### config.mk
export PLATFORM = sky130hd
export DESIGN_NAME = i2c_adc_responder
export DESIGN_NICKNAME = d
export VERILOG_FILES = /design/src/rtl/i2c_adc_responder.sv
export SDC_FILE = /design/constraint.sdc
export NUM_CORES = 1
export LEC_CHECK = 0
export ABC_AREA = 1
export BUFFER_PORTS_ARGS = -buffer_cell sky130_fd_sc_hd__buf_2
export CAP_MARGIN = 25
export CORE_ASPECT_RATIO = 1.75
export CORE_MARGIN = 2
export CORE_UTILIZATION = 47
export DETAILED_ROUTE_END_ITERATION = 12
export HOLD_SLACK_MARGIN = 0.05
export PLACE_DENSITY_LB_ADDON = 0.15
export SLEW_MARGIN = 20
export SYNTH_ARGS = -nofsm -noshare
export SYNTH_HDL_FRONTEND = slang
export SYNTH_SLANG_ARGS = --single-unit
### constraint.sdc
create_clock -name clk -period 2.2 [get_ports clk]
set_clock_uncertainty 0.1 [all_clocks]
set_input_delay 0.22 -clock clk [delete_from_list [all_inputs] [get_ports clk]]
set_output_delay 0.22 -clock clk [all_outputs]
set_load 0.05 [all_outputs]
### src/rtl/i2c_adc_responder.sv
`default_nettype none
// ============================================================================
// Module   : i2c_adc_responder
// Brief    : I2C target emulating a 12-bit ADC (config byte in, sample out).
//            Optional input filter enabled by defining I2C_GLITCH_FILTER_EN.
// Revision : 1.0 - initial release
// ============================================================================
module i2c_adc_responder #(
  parameter logic [6:0] DEV_ADDR  = 7'h28,
  parameter logic [7:0] RESET_CFG = 8'h00
) (
  input  logic        clk,
  input  logic        rst,
  input  logic        scl_i,
  input  logic        sda_i,
  output logic        sda_oe,
  input  logic [11:0] sample_data,
  output logic [7:0]  config_byte,
  output logic        config_valid,
  output logic        read_done,
  output logic        busy
);

  localparam logic [2:0] c_bit_msb = 3'd7;

  typedef enum logic [2:0] {
    S_IDLE      = 3'd0,
    S_ADDR      = 3'd1,
    S_ADDR_ACK  = 3'd2,
    S_TX        = 3'd3,
    S_TX_ACK    = 3'd4,
    S_RX        = 3'd5,
    S_RX_ACK    = 3'd6,
    S_WAIT_STOP = 3'd7
  } state_t;

  logic [1:0]  r_scl_sync, r_sda_sync;
  logic        w_scl_s, w_sda_s;
  logic        w_scl, w_sda;
  logic        r_scl_d, r_sda_d;
  logic        w_scl_rise, w_scl_fall, w_sda_rise, w_sda_fall;
  logic        w_start, w_stop;

  state_t      r_state;
  logic [2:0]  r_bit_cnt;
  logic [2:0]  w_bit_next;
  logic        r_got8;
  logic [7:0]  r_shift;
  logic        r_rw;
  logic [11:0] r_shadow;
  logic [7:0]  r_tx_byte;
  logic        r_byte1_next;
  logic        r_acked;
  logic        r_sda_oe;
  logic [7:0]  r_config_byte;
  logic        r_config_valid;
  logic        r_read_done;
  logic        r_busy;
  logic [7:0]  w_byte0_held;
  logic [7:0]  w_byte0_fresh;

  always_ff @(posedge clk or posedge rst) begin
    if (rst) begin
      r_scl_sync <= 2'b11;
      r_sda_sync <= 2'b11;
    end else begin
      r_scl_sync <= {r_scl_sync[0], scl_i};
      r_sda_sync <= {r_sda_sync[0], sda_i};
    end
  end

  assign w_scl_s = r_scl_sync[1];
  assign w_sda_s = r_sda_sync[1];

`ifdef I2C_GLITCH_FILTER_EN
  logic       r_scl_flt, r_sda_flt;
  logic [1:0] r_scl_cnt, r_sda_cnt;

  // Output follows the input only once it has disagreed for 3 consecutive clk.
  always_ff @(posedge clk or posedge rst) begin
    if (rst) begin
      r_scl_flt <= 1'b1;
      r_sda_flt <= 1'b1;
      r_scl_cnt <= 2'd0;
      r_sda_cnt <= 2'd0;
    end else begin
      if (w_scl_s == r_scl_flt) begin
        r_scl_cnt <= 2'd0;
      end else if (r_scl_cnt == 2'd2) begin
        r_scl_flt <= w_scl_s;
        r_scl_cnt <= 2'd0;
      end else begin
        r_scl_cnt <= r_scl_cnt + 2'd1;
      end
      if (w_sda_s == r_sda_flt) begin
        r_sda_cnt <= 2'd0;
      end else if (r_sda_cnt == 2'd2) begin
        r_sda_flt <= w_sda_s;
        r_sda_cnt <= 2'd0;
      end else begin
        r_sda_cnt <= r_sda_cnt + 2'd1;
      end
    end
  end

  assign w_scl = r_scl_flt;
  assign w_sda = r_sda_flt;
`else
  assign w_scl = w_scl_s;
  assign w_sda = w_sda_s;
`endif

  always_ff @(posedge clk or posedge rst) begin
    if (rst) begin
      r_scl_d <= 1'b1;
      r_sda_d <= 1'b1;
    end else begin
      r_scl_d <= w_scl;
      r_sda_d <= w_sda;
    end
  end

  assign w_scl_rise    = w_scl & ~r_scl_d;
  assign w_scl_fall    = ~w_scl & r_scl_d;
  assign w_sda_rise    = w_sda & ~r_sda_d;
  assign w_sda_fall    = ~w_sda & r_sda_d;
  assign w_start       = w_sda_fall & w_scl & r_scl_d;
  assign w_stop        = w_sda_rise & w_scl & r_scl_d;
  assign w_bit_next    = r_bit_cnt - 3'd1;
  assign w_byte0_held  = {4'b0000, r_shadow[11:8]};
  assign w_byte0_fresh = {4'b0000, sample_data[11:8]};

  always_ff @(posedge clk or posedge rst) begin
    if (rst) begin
      r_state        <= S_IDLE;
      r_bit_cnt      <= c_bit_msb;
      r_got8         <= 1'b0;
      r_shift        <= 8'h00;
      r_rw           <= 1'b0;
      r_shadow       <= 12'h000;
      r_tx_byte      <= 8'h00;
      r_byte1_next   <= 1'b0;
      r_acked        <= 1'b0;
      r_sda_oe       <= 1'b0;
      r_config_byte  <= RESET_CFG;
      r_config_valid <= 1'b0;
      r_read_done    <= 1'b0;
      r_busy         <= 1'b0;
    end else begin
      r_config_valid <= 1'b0;
      r_read_done    <= 1'b0;
      if (w_stop) begin
        r_state  <= S_IDLE;
        r_sda_oe <= 1'b0;
        r_busy   <= 1'b0;
      end else if (w_start) begin
        r_state   <= S_ADDR;
        r_sda_oe  <= 1'b0;
        r_busy    <= 1'b1;
        r_bit_cnt <= c_bit_msb;
        r_got8    <= 1'b0;
      end else begin
        case (r_state)
          S_IDLE: begin
            r_sda_oe <= 1'b0;
          end
          S_ADDR: begin
            if (w_scl_rise) begin
              r_shift <= {r_shift[6:0], w_sda};
              if (r_bit_cnt == 3'd0) r_got8 <= 1'b1;
              else                   r_bit_cnt <= w_bit_next;
            end else if (w_scl_fall && r_got8) begin
              r_rw <= r_shift[0];
              if (r_shift[0]) r_shadow <= sample_data;
              if (r_shift[7:1] == DEV_ADDR) begin
                r_state  <= S_ADDR_ACK;
                r_sda_oe <= 1'b1;
              end else begin
                r_state  <= S_WAIT_STOP;
                r_sda_oe <= 1'b0;
                r_busy   <= 1'b0;
              end
            end
          end
          S_ADDR_ACK: begin
            if (w_scl_fall) begin
              r_bit_cnt <= c_bit_msb;
              r_got8    <= 1'b0;
              if (r_rw) begin
                r_state      <= S_TX;
                r_tx_byte    <= w_byte0_held;
                r_sda_oe     <= ~w_byte0_held[7];
                r_byte1_next <= 1'b1;
              end else begin
                r_state  <= S_RX;
                r_sda_oe <= 1'b0;
              end
            end
          end
          S_TX: begin
            if (w_scl_fall) begin
              if (r_bit_cnt == 3'd0) begin
                r_state  <= S_TX_ACK;
                r_sda_oe <= 1'b0;
                r_acked  <= 1'b0;
              end else begin
                r_bit_cnt <= w_bit_next;
                r_sda_oe  <= ~r_tx_byte[w_bit_next];
              end
            end
          end
          S_TX_ACK: begin
            if (w_scl_rise) begin
              if (!w_sda) begin
                r_acked <= 1'b1;
              end else begin
                r_state     <= S_WAIT_STOP;
                r_read_done <= 1'b1;
              end
            end else if (w_scl_fall && r_acked) begin
              r_state   <= S_TX;
              r_bit_cnt <= c_bit_msb;
              if (r_byte1_next) begin
                r_tx_byte    <= r_shadow[7:0];
                r_sda_oe     <= ~r_shadow[7];
                r_byte1_next <= 1'b0;
              end else begin
                // Pair complete: take a new sample so both bytes stay coherent.
                r_shadow     <= sample_data;
                r_tx_byte    <= w_byte0_fresh;
                r_sda_oe     <= ~w_byte0_fresh[7];
                r_byte1_next <= 1'b1;
              end
            end
          end
          S_RX: begin
            if (w_scl_rise) begin
              r_shift <= {r_shift[6:0], w_sda};
              if (r_bit_cnt == 3'd0) r_got8 <= 1'b1;
              else                   r_bit_cnt <= w_bit_next;
            end else if (w_scl_fall && r_got8) begin
              r_state        <= S_RX_ACK;
              r_sda_oe       <= 1'b1;
              r_config_byte  <= r_shift;
              r_config_valid <= 1'b1;
            end
          end
          S_RX_ACK: begin
            if (w_scl_fall) begin
              r_state   <= S_RX;
              r_sda_oe  <= 1'b0;
              r_bit_cnt <= c_bit_msb;
              r_got8    <= 1'b0;
            end
          end
          S_WAIT_STOP: begin
            r_sda_oe <= 1'b0;
          end
          default: begin
            r_state  <= S_IDLE;
            r_sda_oe <= 1'b0;
          end
        endcase
      end
    end
  end

  assign sda_oe       = r_sda_oe;
  assign config_byte  = r_config_byte;
  assign config_valid = r_config_valid;
  assign read_done    = r_read_done;
  assign busy         = r_busy;

endmodule
`default_nettype wire

==> out/results.txt, run 1 <==
The max-slew headroom at the worst pin is 0.6460. The count of nets left with antenna violations after detail routing was 0. The run gives 0 as the final-report max-slew violation count.

Setup violations remaining at the end of the flow were counted as 0. The wire length after detailed routing is 6399 µm. The congestion estimate from routability-driven global placement came to 0.9422. The clock root buffer was sky130_fd_sc_hd__clkbuf_8. The number of antenna diodes in the final layout is 0.

The worst-case IR drop observed on VDD is 755.4 µV. The simple-gate area share of the yosys netlist was 0.2672. The fraction of the mapped netlist area in compound gates is 0.1315. The tools report the critical register-to-register path endpoint as r_shadow[10]$_DFFE_PP0P_. The min-delay analysis places its worst path in the category input pin to register.

The logs give 0 ps for the final total negative setup slack and 504 for the final instance count without filler cells. Top-area cell type share of the netlist area: 0.3888. In the final routed layout, each cell accounts on average for 12.70 µm. The tools report the total number of nets in the final design as 446. For the post-route worst hold slack, the log shows 68.18 ps. For this design the top-level I/O count stands at 28. The sum of internal, switching and leakage power is 4.955 mW.

In the detailed route, the total length drawn on met2 is 3121 µm. Before antenna repair, the detailed router went through 4 iterations. The number of global-route vias before repair was 2312; the required time reported for the critical path endpoint was 2310 ps. The fraction of the cycle the final worst path needs works out to 0.8933.

The number of setup buffers added after CTS is 0. Static timing analysis puts the maximum clock frequency at 508.8 MHz. After synthesis, the largest family of logic cells by area is simple AND/OR/NAND/NOR gates. After detailed routing, the number of remaining DRC violations is 0. The number of nets in the synthesized netlist is 399.

The H-tree level count is 2, and the area of the mapped netlist is 0.003025 mm². Setup repair after global routing left no endpoint under its margin. Post-synthesis area per instance: 8.046 µm². CTS saw 56 sinks. Type of the worst setup path: register to register. Global routing finished with a remaining overflow of 0. The tools report the startpoint kind of the worst setup timing path as a register. TritonCTS built the clock tree.

The biggest area contributor in the post-synthesis netlist is sky130_fd_sc_hd__dfrtp_1. The area added between synthesis and finish was 16.21%. The cell count of the worst reg-to-reg path was 12. Most common cell after layout, fill and taps aside: sky130_fd_sc_hd__nand2_1. After detailed routing, the number of vias per cell comes to 4.879. Setup slack on the worst reg-to-reg path comes out at 230 ps.

The clock transition at the registers of the reported paths was 90 ps; the wire length of the first global-routing pass was 10900 µm. The uppermost signal routing layer after detailed routing was met4. The die covers 0.007120 mm². After the first detailed-routing iteration, the DRC count stood at 148.

Global-route usage over all layers: 0.2017. The finished cells cover 0.003516 mm². For the pin with the worst max-slew slack, the measured transition is 530.3 ps. Yosys attributes the largest share of cell area to sky130_fd_sc_hd__dfrtp_1 (39%), sky130_fd_sc_hd__nand2_1 (11%), sky130_fd_sc_hd__dfstp_2 (7.8%), sky130_fd_sc_hd__inv_1 (6.6%), sky130_fd_sc_hd__nor2_1 (4.7%). The core region is 0.006228 mm². The fraction of the mapped netlist area in adder cells was 0.02895; the detailed-route wire length on metal 1 was 2728 µm.

Proportion of synthesized area in mux cells: 0.003722. The top fanout value on the critical path is 24, and the instance count of the mapped netlist is 376. In this run the critical register-to-register path is launched from r_state[1]$_DFFE_PP0P_.

The die is 64.65 µm wide. Final-report hold violation count: 0. The placed standard-cell area was 0.003278 mm²; the count of buffers from port buffering was 27. For hold timing, the worst endpoint is r_shadow[9]$_DFFE_PP0P_. The initial antenna violation count was 0; the cell area power density was 1409 mW/mm².

For the cell row count, the log shows 38. In this run the most critical hold path is launched from sample_data[9]. Clock period minus final worst setup slack: 1965 ps.

The worst-skew pair later-pin latency is 320 ps. The proportion of layout cells with a drive suffix above 1 came out at 0.2264. The flow ran to the end, and the final reports show no timing, DRC or antenna violations.

The register area share after synthesis was 0.4669; the total via count in the routed design was 2459. The run gives 2 as the buffer levels on the longest clock path. The logs give 584 for the number of filler instances in the final layout and 198 µm for the met3 layer wire length in the routed design.

After detailed placement, the design holds a cell count of 482. The worst hold path stage count was 3; the number of clock buffers inserted by TritonCTS was 5. The library cells used most frequently in the layout, excluding fill and tap cells, are sky130_fd_sc_hd__nand2_1 (85), sky130_fd_sc_hd__inv_1 (52), sky130_fd_sc_hd__dfrtp_1 (47).

The run gives 0.4857 as the starting density of the core. The wire-length estimate of the detail-placed layout is 4812 µm. The tool flagged a number of max-cap violations equal to 0. During synthesis, Yosys emitted a total of 0 warnings. Entering global routing, the biggest net connects 34 pins.

The synthesized netlist contains 32 unique library cells. The arrival time at the worst endpoint is 2070 ps, and the xor and xnor area share after synthesis is 0.005790. Kind of end point of the critical path: a register. In this run, synthesis produced a sequential element count of 56. From bottom edge to top edge, the die measures 110.1 µm. For the leakage power, the log shows 1.821 nW.
==> final cells by class <==
cell class,instances,area (µm²),share of cell area
Clock buffer,7,86.33,0.02456
Multi-Input combinational cell,253,1325,0.3769
Clock inverter,1,8.758,0.002491
Inverter,60,225.2,0.06406
Timing Repair Buffer,47,357.8,0.1018
Sequential cell,56,1413,0.4018
Tap cell,80,100.1,0.02847
==> worst max-delay path: stages (launching register included) <==
cell	delay (ps)
sky130_fd_sc_hd__dfrtp_1	440
sky130_fd_sc_hd__inv_1	100
sky130_fd_sc_hd__ha_2	270
sky130_fd_sc_hd__inv_2	60
sky130_fd_sc_hd__nor2_4	150
sky130_fd_sc_hd__nand3_2	140
sky130_fd_sc_hd__inv_2	90
sky130_fd_sc_hd__nand2_2	50
sky130_fd_sc_hd__nand2_2	70
sky130_fd_sc_hd__nand3b_4	80
sky130_fd_sc_hd__buf_12	170
sky130_fd_sc_hd__nand2_1	80
sky130_fd_sc_hd__o21ai_2	50
==> state kept, by name, summed over array words and instances, names as in the netlist, 2 cells and up <==
name,cells
r_shadow,12
r_shift,8
r_state,3
config_byte,8
r_scl_sync,2
r_tx_byte,8
r_sda_sync,2
r_bit_cnt,3
==> through the flow <==
| stage | worst slack [ps] | util |
|---|---|---|
| after floorplan | 440.0 | - |
| after global placement | 199.5 | 0.5263 |
| after detailed placement | 183.8 | 0.5263 |
| after CTS | 166.6 | 0.5641 |
| after global routing | 85.99 | 0.5645 |
| final | 234.6 | 0.5645 |
==> synth_stat cells <==
library cell / n
sky130_fd_sc_hd__mux2_2: 1
sky130_fd_sc_hd__nor2_1: 38
sky130_fd_sc_hd__o211ai_1: 3
sky130_fd_sc_hd__nor2_4: 4
sky130_fd_sc_hd__dfstp_2: 9
sky130_fd_sc_hd__o21ai_1: 17
sky130_fd_sc_hd__o31ai_1: 1
sky130_fd_sc_hd__nand4_1: 1
sky130_fd_sc_hd__a21oi_1: 10
sky130_fd_sc_hd__nor2_2: 3
sky130_fd_sc_hd__nand2_4: 1
sky130_fd_sc_hd__nand2_2: 13
sky130_fd_sc_hd__a31oi_1: 1
sky130_fd_sc_hd__dfrtp_1: 47
sky130_fd_sc_hd__nand3b_1: 1
sky130_fd_sc_hd__o21ai_2: 12
sky130_fd_sc_hd__o21ai_0: 21
sky130_fd_sc_hd__nand3_2: 1
sky130_fd_sc_hd__or2_2: 1
sky130_fd_sc_hd__ha_1: 7
sky130_fd_sc_hd__nand3b_4: 1
sky130_fd_sc_hd__clkbuf_1: 1
sky130_fd_sc_hd__nor3_1: 1
sky130_fd_sc_hd__xnor2_1: 1
sky130_fd_sc_hd__buf_2: 1
sky130_fd_sc_hd__buf_6: 5
sky130_fd_sc_hd__a21oi_4: 1
sky130_fd_sc_hd__xor2_1: 1
sky130_fd_sc_hd__nand3_1: 27
sky130_fd_sc_hd__inv_2: 7
sky130_fd_sc_hd__inv_1: 53
sky130_fd_sc_hd__nand2_1: 85
==> where the power goes <==
group / switching [mW] / leakage (nW) / internal [mW]
Clock: 0.334 / 0.0484 / 0.259
Combinational: 1.64 / 1.09 / 0.936
Sequential: 0.313 / 0.684 / 1.47
==> metal layers <==
metal  track usage  vias to the layer above
li1              -                     1277
met5             0                        -
met4        0.1368                        0
met2        0.3229                       60
met1        0.2482                     1099
met3       0.03452                       23
==> worst max-delay path by stage <==
stage	start	to	slack, ps	depth (start not counted)
after CTS	r_state[1]$_DFFE_PP0P_	r_shadow[10]$_DFFE_PP0P_	170	12
after detailed placement	r_state[1]$_DFFE_PP0P_	r_shadow[7]$_DFFE_PP0P_	180	12
final	r_state[1]$_DFFE_PP0P_	r_shadow[10]$_DFFE_PP0P_	230	12
after global placement	r_state[1]$_DFFE_PP0P_	r_shadow[10]$_DFFE_PP0P_	200	12
after floorplan	r_state[1]$_DFFE_PP0P_	r_shadow[4]$_DFFE_PP0P_	440	12
after global routing	r_state[1]$_DFFE_PP0P_	r_state[2]$_DFFE_PP0P_	90	11
==> logic make-up after synthesis <==
group	count (synthesis)
buffers and inverters	67
flip-flops	56
adder cells (fa/ha/maj)	7
AND/OR/NAND/NOR	177
multiplexers	1
AO/OA/AOI/OAI	66
XOR/XNOR	2
==> repair_timing <==
item	CTS	global route
setup endpoints to repair	0	5
hold buffers	14	0
gates resized for setup	0	1
endpoints found under the hold margin	34	0
Note: power is estimated with default switching activity, not from simulation.
==> run 2, diff against run 1 <==
==> constraint.sdc (replaced) <==
create_clock -name clk -period 2.2 [get_ports clk]
set_clock_uncertainty 0.1 [all_clocks]
set_input_delay 0.44 -clock clk [delete_from_list [all_inputs] [get_ports clk]]
set_output_delay 0.44 -clock clk [all_outputs]
set_load 0.05 [all_outputs]
==> run 2 against run 1 <==
Clock power up 14%. Cell area down 3.1%. Global-route usage up 0.80 points. Utilization down 1.7 points. Clock-buffer cell count down 1. Sequential power about the same. Final cell count down 2.2%. Critical path depth unchanged. Critical endpoint is now r_shadow[7]$_DFFE_PP0P_. Highest routed layer unchanged.
==> out/results.txt, run 2 (same netlist as run 1, synthesis figures left out) <==
The run finished with clean final reports. The cell row count was 38 (unchanged). The count of nets left with antenna violations after detail routing is 0 (unchanged), and the total core area is 0.006228 mm² (unchanged). Commonest cells after routing, fill and taps aside: sky130_fd_sc_hd__nand2_1 (85), sky130_fd_sc_hd__inv_1 (52), sky130_fd_sc_hd__dfrtp_1 (47) (unchanged). Class of the most critical hold timing path: input pin to asynchronous set/reset pin (was input pin to register).

The final antenna diode count was 0 (unchanged); the number of sinks on the clock net was 56 (unchanged). Register bank with the most flops: r_shadow (unchanged). The delay of the slowest critical-path stage came out at 440 ps (about the same). Hold buffer count at cts: 0 (was 14). The fraction of the cycle the final worst path needs was 0.9199 (was 0.8933); the required time reported for the critical path endpoint was 2310 ps (about the same). The number of clock buffers inserted by TritonCTS came out at 5 (unchanged).

The run gives 0.9451 (was 0.9422) as the last weighted congestion value of the routability-driven placer. The final global-route overflow total was 0 (unchanged); the number of remaining DRC errors was 0 (unchanged). The wire length of the first global-routing pass came out at 11230 µm (was 10900 µm). Peak ir drop on the vdd network: 665.1 µV (was 755.4 µV). For the wire length after detailed routing, the log shows 6558 µm (was 6399 µm). The top-level port count is 28 (unchanged).

The logs give 1.784 nW (was 1.821 nW) for the leakage power and 5157 µm (was 4812 µm) for the HPWL reported at the end of detailed placement. The clock period minus final worst setup slack was 2024 ps (was 1965 ps); the final instance count without filler cells was 493 (was 504). The total number of nets in the final design was 435 (was 446); the final-report hold violation count was 0 (unchanged). The run gives 0.2097 (was 0.2017) as the global-route usage over all layers. The worst-skew pair later-pin latency is 320 ps (about the same). The highest achievable clock rate was 494.1 MHz (was 508.8 MHz); the switching power summed over all nets was 2.334 mW (was 2.287 mW). Setup repair after global routing left no endpoint under its margin. For the total via count in the routed design, the log shows 2462 (was 2459).

For the setup slack of the critical path after layout, the log shows 176.2 ps (was 234.6 ps). Minimum setup slack after placement: 218.3 ps (was 183.8 ps). The number of setup buffers added after CTS was 0 (unchanged); the fraction of power spent switching nets was 0.4581 (was 0.4615). Total internal power: 2.760 mW (was 2.668 mW). The number of flip-flops in the largest register is 12 (unchanged).

The combinational group share of total power was 0.516 (was 0.520); the final-report max-slew violation count was 0 (unchanged). Reg-to-reg critical path startpoint: r_state[1]$_DFFE_PP0P_ (unchanged). For the H-tree level count, the log shows 2 (unchanged).

The type of the worst setup path is register to register (unchanged). The count of buffers from port buffering was 27 (unchanged); the cell area power density was 1495 mW/mm² (was 1409 mW/mm²). The transition time at the pin with the least slew margin works out to 511.7 ps (was 530.3 ps). The most common cell after layout, fill and taps aside was sky130_fd_sc_hd__nand2_1 (unchanged).

The logs give 180 ps (was 230 ps) for the register-to-register setup slack and 485 (was 482) for the placed instance count. The max-capacitance violation count is 0 (unchanged), and the first-pass iteration count of the detailed router is 5 (was 4). The proportion of layout cells with a drive suffix above 1 is 0.2373 (was 0.2264), and the cell count of the worst reg-to-reg path is 12 (unchanged). The max-slew headroom at the worst pin was 0.6584 (was 0.6460). The clock root buffer was sky130_fd_sc_hd__clkbuf_8 (unchanged). The violation count after the first detailed-route iteration is 140 (was 148). Width of the chip: 64.65 µm (unchanged). Critical path startpoint: r_state[1]$_DFFE_PP0P_ (unchanged). The starting density of the core was 0.4857 (unchanged); the arrival time at the worst endpoint was 2130 ps (was 2070 ps). The detailed-route vias per instance was 4.994 (was 4.879). The number of setup violations in the final report is 0 (unchanged). The die span in y was 110.1 µm (unchanged). The top fanout value on the critical path is 24 (unchanged), and the area added between synthesis and finish is 12.66% (was 16.21%). TritonCTS built the clock tree.

The final total negative setup slack was 0 ps (unchanged); the routed wire length per instance was 13.30 µm (was 12.70 µm). The initial antenna violation count is 0 (unchanged). The part of the total power dissipated in sequential elements came out at 0.352 (was 0.361). The run gives 0.007120 mm² (unchanged) as the area of the die. The clock group share of total power came out at 0.132 (was 0.120). The kind of end point of the critical path was a register (unchanged).

The capturing element of the worst setup path was r_shadow[7]$_DFFE_PP0P_ (was r_shadow[10]$_DFFE_PP0P_). Critical-path cell list: inv_1 -> ha_1 -> inv_2 -> nor2_4 -> nand3_2 -> inv_2 -> nand2_2 -> nand2_2 -> nand3b_4 -> buf_12 -> nand2_1 -> o21ai_2 (was inv_1 -> ha_2 -> inv_2 -> nor2_4 -> nand3_2 -> inv_2 -> nand2_2 -> nand2_2 -> nand3b_4 -> buf_12 -> nand2_1 -> o21ai_2). The tools report the startpoint kind of the worst setup timing path as a register (unchanged). The clock transition at the registers of the reported paths came out at 100 ps (was 90 ps).

The critical register-to-register path endpoint was r_shadow[7]$_DFFE_PP0P_ (was r_shadow[10]$_DFFE_PP0P_). The pin count of the biggest net entering global routing came out at 35 (was 34). The run gives 0 (unchanged) as the post-cts gate resize count. For the number of global-route vias before repair, the log shows 2417 (was 2312).

Slowest cell on the critical path: sky130_fd_sc_hd__dfrtp_1 (unchanged). The buffer levels on the longest clock path was 2 (unchanged).
-- run 2: cell count changes in the layout (fill, tap and decap cells not counted) --
cell	previous run	this run
sky130_fd_sc_hd__clkinv_4	1	0
sky130_fd_sc_hd__bufinv_16	0	1
sky130_fd_sc_hd__buf_4	3	6
sky130_fd_sc_hd__ha_2	1	0
sky130_fd_sc_hd__ha_1	6	7
sky130_fd_sc_hd__dlygate4sd3_1	14	0
sky130_fd_sc_hd__clkinv_2	0	1
sky130_fd_sc_hd__clkbuf_8	6	5
-- run 2: routing by layer --
| metal | up-vias | share of wire | global-route usage |
|---|---|---|---|
| met3 | 18 | 0.026 | 0.03249 |
| met4 | 0 | 0.045 | 0.1155 |
| met5 | - | 0 | 0 |
| li1 | 1256 | - | - |
| met1 | 1133 | 0.40 | 0.2417 |
| met2 | 55 | 0.53 | 0.3698 |
-- run 2: cell type report --
cell class	instances	area, µm²
clock inverters	2	35.03
well taps	80	100.1
inverters	60	225.2
repair buffers	36	240.2
flip-flops and latches	56	1413
multi-input cells	253	1323
fillers	624	2820
clock buffers	6	72.57
-- run 2: stage by stage --
stage                     power, mW  area (µm²)  hold slack (ps)    util
after floorplan               3.801        3025            245.2       -
after global placement        4.401        3301            246.9  0.5299
after detailed placement      4.457        3301            249.3  0.5299
after CTS                     5.142        3408            61.13  0.5472
after global routing          5.575        3408            85.59  0.5472
final                         5.094        3408            40.77  0.5472
-- run 2: how the worst min path moves through the flow --
stage / to / slack (ps) / depth (start not counted)
floorplan: r_scl_sync[1]$_DFF_PP1_ / 250 / 0
global placement: r_scl_sync[1]$_DFF_PP1_ / 250 / 0
detailed placement: r_scl_sync[1]$_DFF_PP1_ / 250 / 0
CTS: r_state[2]$_DFFE_PP0P_ / 60 / 2
global route: config_byte[5]$_DFFE_PP0P_ / 90 / 2
finish: r_shift[3]$_DFFE_PP0P_ / 40 / 2
-- run 2: critical path: cells and delay by family, from the launching register on --
family / cells / cell delay [ps]
AND/OR/NAND/NOR: 6 / 600
flip-flops: 1 / 440
buffers and inverters: 4 / 430
adder cells (fa/ha/maj): 1 / 280
AO/OA/AOI/OAI: 1 / 50
-- run 2: power groups by stage --
stage	sequential (mW)	combinational, mW	clock [mW]
after floorplan	1.98	1.82	0
after CTS	1.80	2.65	0.692
after global placement	1.80	2.60	0
after detailed placement	1.82	2.64	0
after global routing	1.85	3.00	0.727
final	1.79	2.63	0.674
==> run 3, diff against run 2 <==
- clock period: 2.2 -> 2 ns (I/O delays scaled with it)
==> run 3 against run 2 <==
Cell area rose by 2.4%. Fmax is 7.0% higher. Clock-buffer cell count did not move. Global-route usage shrank 0.75 points. Sequential share of layout area decreased by 0.93 points. Critical path type unchanged. Largest power group unchanged.
==> out/results.txt, run 3 (same netlist as run 1, synthesis figures left out) <==
The flow ran to the end, and the final reports show no timing, DRC or antenna violations. The area of the die is 0.007120 mm² (unchanged), and the transition time at the pin with the least slew margin is 420.0 ps (was 511.7 ps). The H-tree level count came out at 2 (unchanged).

The die span in y was 110.1 µm (unchanged); the area added between synthesis and finish was 15.34% (was 12.66%). The logs give 798.5 µV (was 665.1 µV) for the peak ir drop on the vdd network and 0.3385 (was 0.3698) for the fraction of met2 tracks used by global routing. The run gives 0 ps (unchanged) as the final total negative setup slack.

The wire length after detailed routing was 6516 µm (was 6558 µm). The met3 track demand over resource in global routing was 0.03147 (was 0.03249). The final global-route overflow total was 0 (unchanged). The most used cell along the critical path is sky130_fd_sc_hd__nand2_1.

The worst-skew pair later-pin latency came out at 320 ps (about the same). Commonest cells after routing, fill and taps aside: sky130_fd_sc_hd__nand2_1 (84), sky130_fd_sc_hd__inv_1 (52), sky130_fd_sc_hd__dfrtp_1 (46) (was sky130_fd_sc_hd__nand2_1 (85), sky130_fd_sc_hd__inv_1 (52), sky130_fd_sc_hd__dfrtp_1 (47)). The logs give 111 (was 140) for the violation count after the first detailed-route iteration and 0.4857 (unchanged) for the starting density of the core.

The highest achievable clock rate was 528.5 MHz (was 494.1 MHz); the number of buffer and inverter stages on the critical path was 1 (was 4). Class of the most critical hold timing path: input pin to register (was input pin to asynchronous set/reset pin). The top fanout value on the critical path works out to 8 (was 24). The logs give 0 (unchanged) for the final-report hold violation count and 0.006228 mm² (unchanged) for the total core area. The number of setup violations in the final report came out at 0 (unchanged). The total number of nets in the final design was 442 (was 435); the global-route usage over all layers was 0.2022 (was 0.2097).

The last weighted congestion value of the routability-driven placer was 0.9965 (was 0.9451); the number of remaining DRC errors was 0 (unchanged). The clock transition at the registers of the reported paths is 100 ps (about the same). The cell area power density works out to 1612 mW/mm² (was 1495 mW/mm²). The first-pass iteration count of the detailed router was 4 (was 5). The clock root buffer was sky130_fd_sc_hd__clkbuf_8 (unchanged). The cell row count was 38 (unchanged).

Cell class contributing the biggest share of worst-path delay: simple AND/OR/NAND/NOR gates (unchanged). The count of nets left with antenna violations after detail routing is 0 (unchanged), and the routed wire length per instance is 13.03 µm (was 13.30 µm). The proportion of layout cells with a drive suffix above 1 is 0.2595 (was 0.2373), and the clock period minus final worst setup slack is 1892 ps (was 2024 ps).

Final-report max-slew violation count: 0 (unchanged). The slowest cell on the critical path was sky130_fd_sc_hd__dfrtp_1 (unchanged). The tools report the critical path startpoint as r_state[0]$_DFFE_PP0P_ (was r_state[1]$_DFFE_PP0P_). The tools report the startpoint kind of the worst setup timing path as a register (unchanged). Top-level port count: 28 (unchanged). The type of the worst setup path was register to register (unchanged).

Critical-path cell list: inv_1 -> ha_1 -> nand2_4 -> nor2_4 -> nand2_1 -> nand2_1 -> a31oi_1 -> nand2_1 -> nand2_1 -> nand2_1 (was inv_1 -> ha_1 -> inv_2 -> nor2_4 -> nand3_2 -> inv_2 -> nand2_2 -> nand2_2 -> nand3b_4 -> buf_12 -> nand2_1 -> o21ai_2). The leakage power was 1.821 nW (was 1.784 nW); the fraction of the cycle the final worst path needs was 0.9461 (was 0.9199). The max-capacitance violation count came out at 0 (unchanged). Setup repair after global routing could not meet its margin everywhere. The worst hold path begins at scl_i.

The number of flip-flops in the largest register is 12 (unchanged). The initial antenna violation count was 0 (unchanged). Most common cell after layout, fill and taps aside: sky130_fd_sc_hd__nand2_1 (unchanged). For the arrival time at the worst endpoint, the log shows 2010 ps (was 2130 ps). Buffer levels on the longest clock path: 2 (unchanged). Most crowded layer after global routing: met2 (unchanged). The global-route met1 utilization was 0.2218 (was 0.2417); the detailed-route vias per instance was 5.000 (was 4.994).

The delay of the slowest critical-path stage is 440 ps (about the same). Width of the chip: 64.65 µm (unchanged). Required time reported for the critical path endpoint: 2120 ps (was 2310 ps). The pin count of the biggest net entering global routing was 57 (was 35); the HPWL reported at the end of detailed placement was 4869 µm (was 5157 µm).

For the final antenna diode count, the log shows 0 (unchanged). The total via count in the routed design was 2500 (was 2462); the number of sinks on the clock net was 56 (unchanged). TritonCTS built the clock tree. The wire length of the first global-routing pass was 10870 µm (was 11230 µm); the max-slew headroom at the worst pin was 0.7193 (was 0.6584). The reg-to-reg critical path startpoint is r_state[0]$_DFFE_PP0P_ (was r_state[1]$_DFFE_PP0P_). The number of global-route vias before repair is 2401 (was 2417).

The count of buffers from port buffering came out at 27 (unchanged). The kind of end point of the critical path was a register (unchanged). Register bank with the most flops: r_shadow (unchanged). The number of clock buffers inserted by TritonCTS came out at 5 (unchanged). Post-layout utilization of the core: 0.5603 (was 0.5472).
[run 3: where the power goes]
group | total (mW) | switching [mW] | internal [mW]
combinational | 3.01 | 1.89 | 1.12
clock | 0.638 | 0.387 | 0.251
sequential | 1.98 | 0.354 | 1.62
total | 5.62 | 2.63 | 2.99
[run 3: metal layers]
metal | wire length, µm | up-vias
li1 | - | 1270
met1 | 2593 | 1135
met2 | 3274 | 64
met3 | 192 | 31
met4 | 455 | 0
met5 | 0 | -
[run 3: metrics by stage]
step	power (mW)	instances	hold slack (ps)	setup WS, ps	cell area [µm²]
global placement	4.876	486	247.6	100.8	3308
CTS	5.563	495	57.24	57.93	3405
floorplan	4.181	376	245.2	143.6	3025
detailed placement	4.907	486	251.5	78.83	3308
finish	5.624	500	71.59	107.8	3490
global route	6.118	500	53.78	-13.13	3490
[run 3: worst register-to-register path, cell delays in order, from the launching register on]
cell and delay (ps):
sky130_fd_sc_hd__dfrtp_1 440, sky130_fd_sc_hd__inv_1 110, sky130_fd_sc_hd__ha_1 250, sky130_fd_sc_hd__nand2_4 150, sky130_fd_sc_hd__nor2_4 70, sky130_fd_sc_hd__nand2_1 80, sky130_fd_sc_hd__nand2_1 80, sky130_fd_sc_hd__a31oi_1 260
sky130_fd_sc_hd__nand2_1 140, sky130_fd_sc_hd__nand2_1 80, sky130_fd_sc_hd__nand2_1 50
[run 3: layout make-up]
class	instances	area [µm²]
flip-flops and latches	56	1414
inverters	60	225.2
fillers	592	2739
multi-input cells	253	1339
repair buffers	43	325.3
clock buffers	6	72.57
well taps	80	100.1
clock inverters	2	13.76
[run 3: repair_timing]
item | in CTS | in global routing
setup endpoints to repair | 0 | 25
buffers inserted | 0 | 4
resized for setup | 0 | 6
endpoints found under the hold margin | 47 | 0
hold buffers | 1 | 0
[run 3: worst paths after layout]
kind                                         endpoint  slack (ps)  cells past startpoint
setup / recovery               r_state[0]$_DFFE_PP0P_         110                     10
hold / removal                r_scl_sync[0]$_DFF_PP1_          70                      1
setup reg to reg               r_state[0]$_DFFE_PP0P_         110                     10
hold reg to reg               r_scl_sync[1]$_DFF_PP1_         260                      0
max in group asynchronous    r_bit_cnt[2]$_DFFE_PP1P_         940                      4
min in group asynchronous  config_byte[0]$_DFFE_PP0P_         570                      4
